## config.mk

```make
export PLATFORM = sky130hd
export DESIGN_NAME = dcache_controller_flat
export DESIGN_NICKNAME = d
export VERILOG_FILES = /design/src/rtl/dcache_pkg.sv /design/src/rtl/dcache_if.sv /design/src/rtl/dcache_line_store.sv /design/src/rtl/dcache_controller.sv /design/src/flat_wrapper.sv
export SDC_FILE = /design/constraint.sdc
export NUM_CORES = 2
export LEC_CHECK = 0
export BUFFER_PORTS_ARGS = -buffer_cell sky130_fd_sc_hd__buf_2
export CAP_MARGIN = 30
export CELL_PAD_IN_SITES_DETAIL_PLACEMENT = 1
export CELL_PAD_IN_SITES_GLOBAL_PLACEMENT = 1
export CORE_ASPECT_RATIO = 0.9
export CORE_MARGIN = 5
export CORE_UTILIZATION = 25
export DETAILED_ROUTE_END_ITERATION = 10
export PLACE_DENSITY = 0.51
export SYNTH_ARGS = -nofsm -noshare
export SYNTH_HDL_FRONTEND = slang
export SYNTH_HIERARCHICAL = 1
export SYNTH_MEMORY_MAX_BITS = 65536
export SYNTH_SLANG_ARGS = --single-unit
```

## constraint.sdc

```tcl
create_clock -name CLK -period 18.6 [get_ports CLK]
set_input_delay 0.93 -clock CLK [delete_from_list [all_inputs] [get_ports CLK]]
set_output_delay 0.93 -clock CLK [all_outputs]
set_load 0.005 [all_outputs]
```

## src/rtl/dcache_pkg.sv

```systemverilog
// Shared geometry, state encoding and address-field helpers for the direct-mapped data cache.
package dcache_pkg;

  localparam int unsigned ADDR_W   = 10;
  localparam int unsigned DATA_W   = 32;
  localparam int unsigned INDEX_W  = 5;
  localparam int unsigned OFFSET_W = 2;
  localparam int unsigned TAG_W    = ADDR_W - INDEX_W - OFFSET_W;
  localparam int unsigned LINES    = 2 ** INDEX_W;
  localparam int unsigned WORDS    = 2 ** OFFSET_W;

  typedef logic [ADDR_W-1:0]   addr_t;
  typedef logic [DATA_W-1:0]   data_t;
  typedef logic [TAG_W-1:0]    tag_t;
  typedef logic [INDEX_W-1:0]  index_t;
  typedef logic [OFFSET_W-1:0] offset_t;

  typedef enum logic [1:0] {
    StIdle,
    StRefill,
    StWrite
  } state_e;

  function automatic tag_t addr_tag(input addr_t a);
    return a[ADDR_W-1 -: TAG_W];
  endfunction

  function automatic index_t addr_index(input addr_t a);
    return a[OFFSET_W +: INDEX_W];
  endfunction

  function automatic offset_t addr_offset(input addr_t a);
    return a[OFFSET_W-1:0];
  endfunction

  function automatic addr_t make_addr(input tag_t t, input index_t i, input offset_t o);
    return {t, i, o};
  endfunction

endpackage

```

## src/rtl/dcache_if.sv

```systemverilog
// Core load/store port and Data_Memory port of the data cache, bundled as one interface.
interface dcache_if;
  import dcache_pkg::*;

  addr_t CPU_ADDR;
  data_t CPU_WD;
  logic  CPU_RE;
  logic  CPU_WE;
  data_t CPU_RD;
  logic  STALL;
  addr_t MEM_A;
  data_t MEM_WD;
  logic  MEM_WE;
  data_t MEM_RD;

  // Controller view.
  modport slave (
    input  CPU_ADDR, CPU_WD, CPU_RE, CPU_WE, MEM_RD,
    output CPU_RD, STALL, MEM_A, MEM_WD, MEM_WE
  );

  // Core plus memory view.
  modport master (
    output CPU_ADDR, CPU_WD, CPU_RE, CPU_WE, MEM_RD,
    input  CPU_RD, STALL, MEM_A, MEM_WD, MEM_WE
  );

endinterface

```

## src/rtl/dcache_line_store.sv

```systemverilog
// Valid/tag/data arrays for the cache: combinational read port, synchronous word write,
// synchronous tag/valid set and a clear-all of the valid bits.
module dcache_line_store
  import dcache_pkg::*;
(
  input  logic    clk_i,
  input  logic    clear_i,
  input  index_t  rd_index_i,
  input  offset_t rd_offset_i,
  output logic    rd_valid_o,
  output tag_t    rd_tag_o,
  output data_t   rd_word_o,
  input  logic    wr_en_i,
  input  index_t  wr_index_i,
  input  offset_t wr_offset_i,
  input  data_t   wr_data_i,
  input  logic    set_en_i,
  input  index_t  set_index_i,
  input  tag_t    set_tag_i
);

  logic [LINES-1:0] valid_q;
  tag_t             tag_q  [LINES];
  data_t            data_q [LINES][WORDS];

  assign rd_valid_o = valid_q[rd_index_i];
  assign rd_tag_o   = tag_q[rd_index_i];
  assign rd_word_o  = data_q[rd_index_i][rd_offset_i];

  always_ff @(posedge clk_i) begin
    if (clear_i) begin
      valid_q <= '0;
    end else if (set_en_i) begin
      valid_q[set_index_i] <= 1'b1;
    end
  end

  // Tags and data are only meaningful behind a set valid bit, so they carry no reset.
  always_ff @(posedge clk_i) begin
    if (set_en_i) begin
      tag_q[set_index_i] <= set_tag_i;
    end
  end

  always_ff @(posedge clk_i) begin
    if (wr_en_i) begin
      data_q[wr_index_i][wr_offset_i] <= wr_data_i;
    end
  end

endmodule

```

## src/rtl/dcache_controller.sv

```systemverilog
// Direct-mapped, write-through, no-write-allocate data cache controller with 4-word line
// refill on load miss and a memory latency of MEM_LAT cycles per word.
module dcache_controller
  import dcache_pkg::*;
#(
  parameter int unsigned MEM_LAT = 2
) (
  input logic      CLK,
  input logic      RST,
  dcache_if.slave  bus
);

  localparam int unsigned LatW = (MEM_LAT > 1) ? $clog2(MEM_LAT) : 1;
  localparam logic [LatW-1:0] LatLast = LatW'(MEM_LAT - 1);

  state_e            state_q, state_d;
  offset_t           word_cnt_q, word_cnt_d;
  logic [LatW-1:0]   lat_cnt_q, lat_cnt_d;
  tag_t              miss_tag_q, miss_tag_d;
  index_t            miss_idx_q, miss_idx_d;

  logic    rd_valid;
  tag_t    rd_tag;
  data_t   rd_word;
  logic    hit;
  logic    wr_en;
  index_t  wr_index;
  offset_t wr_offset;
  data_t   wr_data;
  logic    set_en;

  logic    stall;
  logic    mem_we;
  addr_t   mem_a;
  data_t   mem_wd;
  data_t   cpu_rd;

  dcache_line_store u_store (
    .clk_i       (CLK),
    .clear_i     (RST),
    .rd_index_i  (addr_index(bus.CPU_ADDR)),
    .rd_offset_i (addr_offset(bus.CPU_ADDR)),
    .rd_valid_o  (rd_valid),
    .rd_tag_o    (rd_tag),
    .rd_word_o   (rd_word),
    .wr_en_i     (wr_en),
    .wr_index_i  (wr_index),
    .wr_offset_i (wr_offset),
    .wr_data_i   (wr_data),
    .set_en_i    (set_en),
    .set_index_i (miss_idx_q),
    .set_tag_i   (miss_tag_q)
  );

  assign hit = rd_valid && (rd_tag == addr_tag(bus.CPU_ADDR));

  always_comb begin
    state_d    = state_q;
    word_cnt_d = word_cnt_q;
    lat_cnt_d  = lat_cnt_q;
    miss_tag_d = miss_tag_q;
    miss_idx_d = miss_idx_q;
    stall      = 1'b0;
    mem_we     = 1'b0;
    mem_a      = '0;
    mem_wd     = '0;
    cpu_rd     = '0;
    wr_en      = 1'b0;
    wr_index   = miss_idx_q;
    wr_offset  = word_cnt_q;
    wr_data    = bus.MEM_RD;
    set_en     = 1'b0;

    case (state_q)
      StIdle: begin
        if (bus.CPU_WE) begin
          // Stores win over loads; a hit keeps the cached copy coherent.
          stall     = 1'b1;
          state_d   = StWrite;
          lat_cnt_d = '0;
          if (hit) begin
            wr_en     = 1'b1;
            wr_index  = addr_index(bus.CPU_ADDR);
            wr_offset = addr_offset(bus.CPU_ADDR);
            wr_data   = bus.CPU_WD;
          end
        end else if (bus.CPU_RE) begin
          if (hit) begin
            cpu_rd = rd_word;
          end else begin
            stall      = 1'b1;
            state_d    = StRefill;
            word_cnt_d = '0;
            lat_cnt_d  = '0;
            miss_tag_d = addr_tag(bus.CPU_ADDR);
            miss_idx_d = addr_index(bus.CPU_ADDR);
          end
        end
      end

      StRefill: begin
        stall = 1'b1;
        mem_a = make_addr(miss_tag_q, miss_idx_q, word_cnt_q);
        if (lat_cnt_q == LatLast) begin
          wr_en      = 1'b1;
          lat_cnt_d  = '0;
          word_cnt_d = word_cnt_q + 1'b1;
          if (&word_cnt_q) begin
            set_en  = 1'b1;
            state_d = StIdle;
          end
        end else begin
          lat_cnt_d = lat_cnt_q + 1'b1;
        end
      end

      StWrite: begin
        mem_a  = bus.CPU_ADDR;
        mem_wd = bus.CPU_WD;
        mem_we = 1'b1;
        // Release the core in the last write cycle so it retires the store on that edge.
        if (lat_cnt_q == LatLast) begin
          lat_cnt_d = '0;
          state_d   = StIdle;
        end else begin
          stall     = 1'b1;
          lat_cnt_d = lat_cnt_q + 1'b1;
        end
      end

      default: begin
        state_d = StIdle;
      end
    endcase

    if (RST) begin
      stall  = 1'b0;
      mem_we = 1'b0;
      mem_a  = '0;
      mem_wd = '0;
      cpu_rd = '0;
      wr_en  = 1'b0;
      set_en = 1'b0;
    end
  end

  always_ff @(posedge CLK) begin
    if (RST) begin
      state_q    <= StIdle;
      word_cnt_q <= '0;
      lat_cnt_q  <= '0;
      miss_tag_q <= '0;
      miss_idx_q <= '0;
    end else begin
      state_q    <= state_d;
      word_cnt_q <= word_cnt_d;
      lat_cnt_q  <= lat_cnt_d;
      miss_tag_q <= miss_tag_d;
      miss_idx_q <= miss_idx_d;
    end
  end

  assign bus.STALL  = stall;
  assign bus.MEM_WE = mem_we;
  assign bus.MEM_A  = mem_a;
  assign bus.MEM_WD = mem_wd;
  assign bus.CPU_RD = cpu_rd;

endmodule

```

## src/flat_wrapper.sv

```systemverilog
// flat-port wrapper written by rule: the top's interface ports become plain ports
module dcache_controller_flat import dcache_pkg::*;
#(
  parameter int unsigned MEM_LAT = 2
)
  (CLK, RST, bus_CPU_ADDR, bus_CPU_WD, bus_CPU_RE, bus_CPU_WE, bus_MEM_RD, bus_CPU_RD, bus_STALL, bus_MEM_A, bus_MEM_WD, bus_MEM_WE);
  dcache_if bus_i ();
  input logic CLK;
  input logic RST;
  input wire logic [$bits(bus_i.CPU_ADDR)-1:0] bus_CPU_ADDR;
  input wire logic [$bits(bus_i.CPU_WD)-1:0] bus_CPU_WD;
  input wire logic [$bits(bus_i.CPU_RE)-1:0] bus_CPU_RE;
  input wire logic [$bits(bus_i.CPU_WE)-1:0] bus_CPU_WE;
  input wire logic [$bits(bus_i.MEM_RD)-1:0] bus_MEM_RD;
  output wire logic [$bits(bus_i.CPU_RD)-1:0] bus_CPU_RD;
  output wire logic [$bits(bus_i.STALL)-1:0] bus_STALL;
  output wire logic [$bits(bus_i.MEM_A)-1:0] bus_MEM_A;
  output wire logic [$bits(bus_i.MEM_WD)-1:0] bus_MEM_WD;
  output wire logic [$bits(bus_i.MEM_WE)-1:0] bus_MEM_WE;
  assign bus_i.CPU_ADDR = bus_CPU_ADDR;
  assign bus_i.CPU_WD = bus_CPU_WD;
  assign bus_i.CPU_RE = bus_CPU_RE;
  assign bus_i.CPU_WE = bus_CPU_WE;
  assign bus_i.MEM_RD = bus_MEM_RD;
  assign bus_CPU_RD = bus_i.CPU_RD;
  assign bus_STALL = bus_i.STALL;
  assign bus_MEM_A = bus_i.MEM_A;
  assign bus_MEM_WD = bus_i.MEM_WD;
  assign bus_MEM_WE = bus_i.MEM_WE;
  dcache_controller #(.MEM_LAT(MEM_LAT)) u_core (.CLK(CLK), .RST(RST), .bus(bus_i));
endmodule
```

# [Word-level counts from Yosys, hierarchy flattened]
# Memory sizes are Yosys's and may differ from the RTL's.
# Index checks and enable logic that the tools add are counted.
[totals] n_memories=2 ram_bits=4192 inputBits=78 wordCells=109 reg_bits=45 output_inout_bits=76
[classes] bitwise=5 eq_ne=11 n_addsub=2 n_lt_le_gt_ge=6 mux=65 n_reduce_logical=12
[memory_table] name="u_core.u_store.data_q" depth=32 word_bits=128 read_ports=1 rd_ports_with_merged_regs=0 wr=1 line_no="dcache_line_store.sv:24" rtl="data_t data_q [LINES][WORDS];"
[memory_table] name="u_core.u_store.tag_q" depth=32 word_bits=3 read_ports=1 rd_ports_with_merged_regs=0 wr=1 line_no="dcache_line_store.sv:23" rtl="tag_t tag_q [LINES];"
[op_table] operator="$mux W32" n=13
[op_table] operator="$mux W128" n=1
[op_table] operator="$bmux W32 S2" n=1
[op_table] operator="$demux W32 S2" n=1
[op_table] operator="$or A32 B32 Y32" n=1
[op_table] operator="$mux W2" n=13
[op_table] operator="$mux W1" n=24
[op_table] operator="$pmux W10 S2" n=1
[op_table] operator="$mux W5" n=3
[op_table] operator="$lt A5 B6 Y1 const B" n=2
[op_table] operator="$mux W10" n=1
[op_table] operator="$reduce_and A5 Y1" n=2
[op_table] operator="$ge A3 B3 Y1 const B" n=2
[op_table] operator="$ne A2 B1 Y1 const B" n=3
[op_table] operator="$ne A2 B2 Y1 const B" n=3
[op_table] operator="$ne A3 B3 Y1 const B" n=2
[op_table] operator="$not A2 Y3" n=2
[op_table] operator="$pmux W2 S3" n=1
[op_table] operator="$bmux W1 S5" n=1
[op_table] operator="$demux W1 S5" n=1
[op_table] operator="$ge A5 B1 Y1 const B" n=1
[op_table] operator="$pmux W1 S2" n=2
[op_table] operator="$pmux W2 S2" n=1
[op_table] operator="$reduce_and A4 Y1" n=1
[op_table] operator="other kinds (14)" n=18

# [Logic depth before layout (Yosys ltp)]
[logic_depth] word_depth=12 depth_mapped=18

# [Hierarchy]
# Netlist, hierarchy kept.
[by_module_without_submodules] mod="dcache_line_store" instances=1 area_per_inst_um2=160632.8 cells_each=6262
[by_module_without_submodules] mod="dcache_controller" instances=1 area_per_inst_um2=1896.8 cells_each=229

# [Least setup slack after synthesis]
# Ideal clock, no wire load.
[synth_timing] path_type="input port to flip-flop" from="in bus_CPU_ADDR[3]" to="mem u_core/u_store/data_q[0][100] (netlist bit) (enable)" cell_stages=15 slack_ns=11.580 arrival_time_ns=6.599 setup_time_ns=0.421 path_cell_list="clkbuf_1 -> clkbuf_1 -> buf_1 -> clkbuf_1 -> mux4_2 -> mux4_2 -> mux2_2 -> xnor2_1 -> nand4_1 -> nor2_2 -> mux2_2 -> or3b_2 -> clkbuf_1 -> clkbuf_1 -> nor2_1"
[synth_between] elab_chain_cells=12
[synth_rtl] element="start: declaration" line_no="flat_wrapper.sv:10" rtl="input wire logic [$bits(bus_i.CPU_ADDR)-1:0] bus_CPU_ADDR;"
[synth_rtl] element="$mem_v2 Z32 W3 *"
[synth_rtl] element="net u_core.rd_tag[1]" line_no="dcache_controller.sv:23" rtl="tag_t rd_tag;"
[synth_rtl] element="$eq A3 B3 Y1 *" line_no="dcache_controller.sv:55" rtl="assign hit = rd_valid && (rd_tag == addr_tag(bus.CPU_ADDR));"
[synth_rtl] element="$logic_and A1 B1 Y1 *" line_no="dcache_controller.sv:55"
[synth_rtl] element="$mux W2 *" line_no="dcache_controller.sv:81" rtl="if (hit) begin"
[synth_rtl] element="$mux W2 *" line_no="dcache_controller.sv:76" rtl="if (bus.CPU_WE) begin"
[synth_rtl] element="$mux W2 *" line_no="dcache_controller.sv:74" rtl="case (state_q)"
[synth_rtl] element="net u_core.wr_offset[1]" line_no="dcache_controller.sv:28" rtl="offset_t wr_offset;"
[synth_rtl] element="$not A2 Y3 (not written as such) *" line_no="dcache_line_store.sv:47" rtl="data_q[wr_index_i][wr_offset_i] <= wr_data_i;"
[synth_rtl] element="$ge A3 B3 Y1 (not written as such) or $lt A3 B1 Y1 (tied branches)" line_no="dcache_line_store.sv:47"
[synth_rtl] element="$logic_and A1 B1 Y1 (not written as such)" line_no="dcache_line_store.sv:47"
[synth_rtl] element="$mux W32 (not written as such)" line_no="dcache_line_store.sv:47"
[synth_rtl] element="$demux W32 S2 *" line_no="dcache_line_store.sv:47"
[synth_rtl] element="$mux W128 (not written as such) *" line_no="dcache_line_store.sv:47"
[synth_rtl] element="end: declaration" line_no="dcache_line_store.sv:24"
# Mark *: on every way through the listed nets, which the timed path passes. The rest lies on a longest branch. The select of a mux whose other input is x is not followed.

# [Worst setup path after layout]
[layout_timing] from="in bus_CPU_ADDR[2]" to="out bus_CPU_RD[19]"
[layout_between] elab_chain_cells=9
[layout_rtl] element="$mem_v2 Z32 W128"
[layout_rtl] element="$bmux W32 S2" line_no="dcache_line_store.sv:28" rtl="assign rd_word_o = data_q[rd_index_i][rd_offset_i];"
[layout_rtl] element="$mux W32 (not written as such) (2 in a row)" line_no="dcache_line_store.sv:28"
[layout_rtl] element="net u_core.rd_word[19]" line_no="dcache_controller.sv:24" rtl="data_t rd_word;"
[layout_rtl] element="$mux W32" line_no="dcache_controller.sv:88" rtl="if (hit) begin"
[layout_rtl] element="$mux W32" line_no="dcache_controller.sv:87" rtl="end else if (bus.CPU_RE) begin"
[layout_rtl] element="$mux W32" line_no="dcache_controller.sv:76"
[layout_rtl] element="$mux W32" line_no="dcache_controller.sv:74"
[layout_rtl] element="$mux W32" line_no="dcache_controller.sv:136" rtl="if (RST) begin"
[layout_rtl] element="end: declaration" line_no="flat_wrapper.sv:15" rtl="output wire logic [$bits(bus_i.CPU_RD)-1:0] bus_CPU_RD;"
# The timed path passes the listed nets, and every way through them passes these cells. The select of a mux whose other input is x is not followed.

==> flow_summary.json <==
{
  "post-route-min-period_ns": 8.83,
  "vdd_ir_drop_max_mv": 0.0948,
  "synth_enable_flop_cells": 4192,
  "io_buffers": 153,
  "rows": 281,
  "dieHeight_um": 775,
  "report.final.slew_viol_count": 0,
  "end_kind": "output pin",
  "post-route-drc-count": 0,
  "final_cell_area_um2": 191000,
  "hold_ws_ns": 0.293,
  "power_w": 0.0205,
  "netlist_instances": 6491,
  "first_global_vias": 78700,
  "ioPinCount": 154,
  "wirelength_um": 496000,
  "p_leak_nw": 57.5,
  "timing.critical_path.arrival_ns": 7.90,
  "path_max_fanout": 86,
  "drive_gt1_share_pct": 35.8,
  "setup-tns-final_ns": 0,
  "die_w_um": 860,
  "layout_commonest_cell": "edfxtp_1",
  "grt_pass1_wl_um": 676000,
  "antenna_found_initial": 61,
  "avgViaCountPerCell": 4.73,
  "place_congestion": 0.775,
  "fmax_mhz": 113,
  "root_buffer": "clkbuf_16",
  "stdcell_count": 16100,
  "critPathKind": "input pin to output pin",
  "grt_overflow": 0,
  "grt_max_degree": 134,
  "grtUsageTotal_pct": 14.5,
  "num_vias": 76000,
  "crit_chain": "buf_12, buf_4, buf_4, buf_4, buf_4, buf_4, buf_16, mux4_2, mux4_2, mux4_2, mux2_2, and2_1, buf_2",
  "core_um2": 649000,
  "cts.clk_slew.worst_paths_ns": 0.06,
  "initial_core_util_pct": 25.0,
  "cts_setup_buffers": 0,
  "fp.dieArea_um2": 666000,
  "cpMostUsedCell": "buf_4",
  "cellPowerDensity_nw_per_um2": 108,
  "ys.flop_type": "edfxtp_1",
  "hold_buffers": 0,
  "hold_viol_final": 0,
  "insertion_delay_ns": 1.00,
  "antenna_left": 0,
  "ys_async_sr_fraction_pct": 0,
  "placed_cells": 15200,
  "synth_seq_cells": 4237,
  "yosysSeqAreaShare_pct": 78.0,
  "synth_nets": 6574,
  "cts_sinks": 4237,
  "cts-resized-gates": 0,
  "start_kind": "input pin",
  "relSlewSlack_pct": 27.8,
  "post_drt_wl_per_cell_um": 30.9,
  "synth.yosys.warnings": 6,
  "syn_to_final_growth_pct": 17.5,
  "status": "complete, no violations",
  "cts_buffers": 453,
  "place_area_um2": 176000,
  "syn_area_um2": 163000,
  "nets": 7089,
  "cts_tree": "built",
  "clock_path_buffers": 4,
  "crit_slowest_cell": "buf_4",
  "worst_pin_slew_ns": 1.08,
  "finClkSkew_ns": 0.0607,
  "drt_iter0_markers": 9675,
  "final_cell_mix": "edfxtp_1, mux4_2, clkbuf_16, buf_4, buf_2",
  "min_period_over_period_pct": 47.5,
  "drv_cap": 0,
  "synth_cell_types": 43,
  "drt_pass1_iterations": 5,
  "synth.avg_cell_area_um2": 25.0,
  "crit_required_ns": 17.67,
  "h-tree-depth": 5,
  "cpPeakStageDelay_ns": 0.81,
  "setup_violations": 0,
  "hold_path.class": "input pin to flop",
  "rsz0062_at_grt": "false",
  "hpwl_um": 271000
}
-- path summary, 6_finish.rpt --
path	startpoint	endpoint	slack, ns	cells after the start
setup reg to reg	u_core/u_store/tag_q[26][1]	u_core/u_store/data_q[18][16]	12.35	11
setup / recovery	bus_CPU_ADDR[2]	bus_CPU_RD[19]	9.77	13
hold / removal	bus_CPU_ADDR[7]	u_core/miss_tag_q[0]	0.29	3
hold reg to reg	u_core/u_store/valid_q[24]	u_core/u_store/valid_q[24]	0.47	2
-- routing by layer --
layer	track usage [%]	routed length, um
met1	20.8	217000
met2	23.3	235000
met3	1.92	33100
met4	3.24	10400
met5	0	81
-- area by class of cell --
cell class	count	area, um2
timing repair buffer	410	3500
inverter	6	22.5
clock buffer	546	11900
antenna	41	103
fill	64600	458000
tap	8631	10800
sequential	4237	127000
clock inverter	285	2600
multi-input combinational	1898	35300
-- sequential cells by signal, indices dropped and copies added, names as in the netlist --
signal	flops
u_core/u_store/data_q	4096
u_core/u_store/tag_q	96
u_core/u_store/valid_q	32
u_core/miss_idx_q	5
u_core/miss_tag_q	3
u_core/state_q	2
u_core/word_cnt_q	2
u_core/lat_cnt_q	1
-- stage by stage --
stage	worst slack [ns]	util, %
2_1_floorplan	11.58	-
3_3_place_gp	9.18	27.0
3_5_place_dp	9.15	27.1
4_1_cts	9.16	29.3
5_1_grt	9.19	29.4
6_report	9.77	29.4
-- cell usage after synthesis, types with 19 or more instances --
library cell     n  area, um2
mux4_2        1384      31200
and2_1          65        407
clkbuf_1       219        822
buf_2           95        475
nand2b_1        19        119
nand2_1         37        139
buf_1           31        116
edfxtp_1      4192     126000
mux2_2          73        822
dfxtp_1         45        901
nor2_1         239        897
-- critical path: cells and delay by family --
family | cells | cell delay (ns)
multiplexers | 4 | 2.11
buffers and inverters | 8 | 4.36
AND/OR/NAND/NOR | 1 | 0.15
-- power breakdown --
part	leakage [nW]	switching (W)	internal, W
clock network	7.09	0.00373	0.00514
logic	12.3	0.000743	0.000415
registers	38.0	0.00000744	0.0105
total	57.5	0.00448	0.0161
-- cells by family (layout without fill, tap and decap cells) --
group,count (synthesis),after routing,share of synthesized area [%]
adder cells (fa/ha/maj),5,5,0.0385
buffers and inverters,356,1247,0.918
multiplexers,1470,1470,19.8
flip-flops,4237,4237,78.0
XOR/XNOR,3,3,0.0162
other,0,41,0
AO/OA/AOI/OAI,23,23,0.105
AND/OR/NAND/NOR,397,397,1.14
Note: power is estimated with default switching activity, not from simulation.
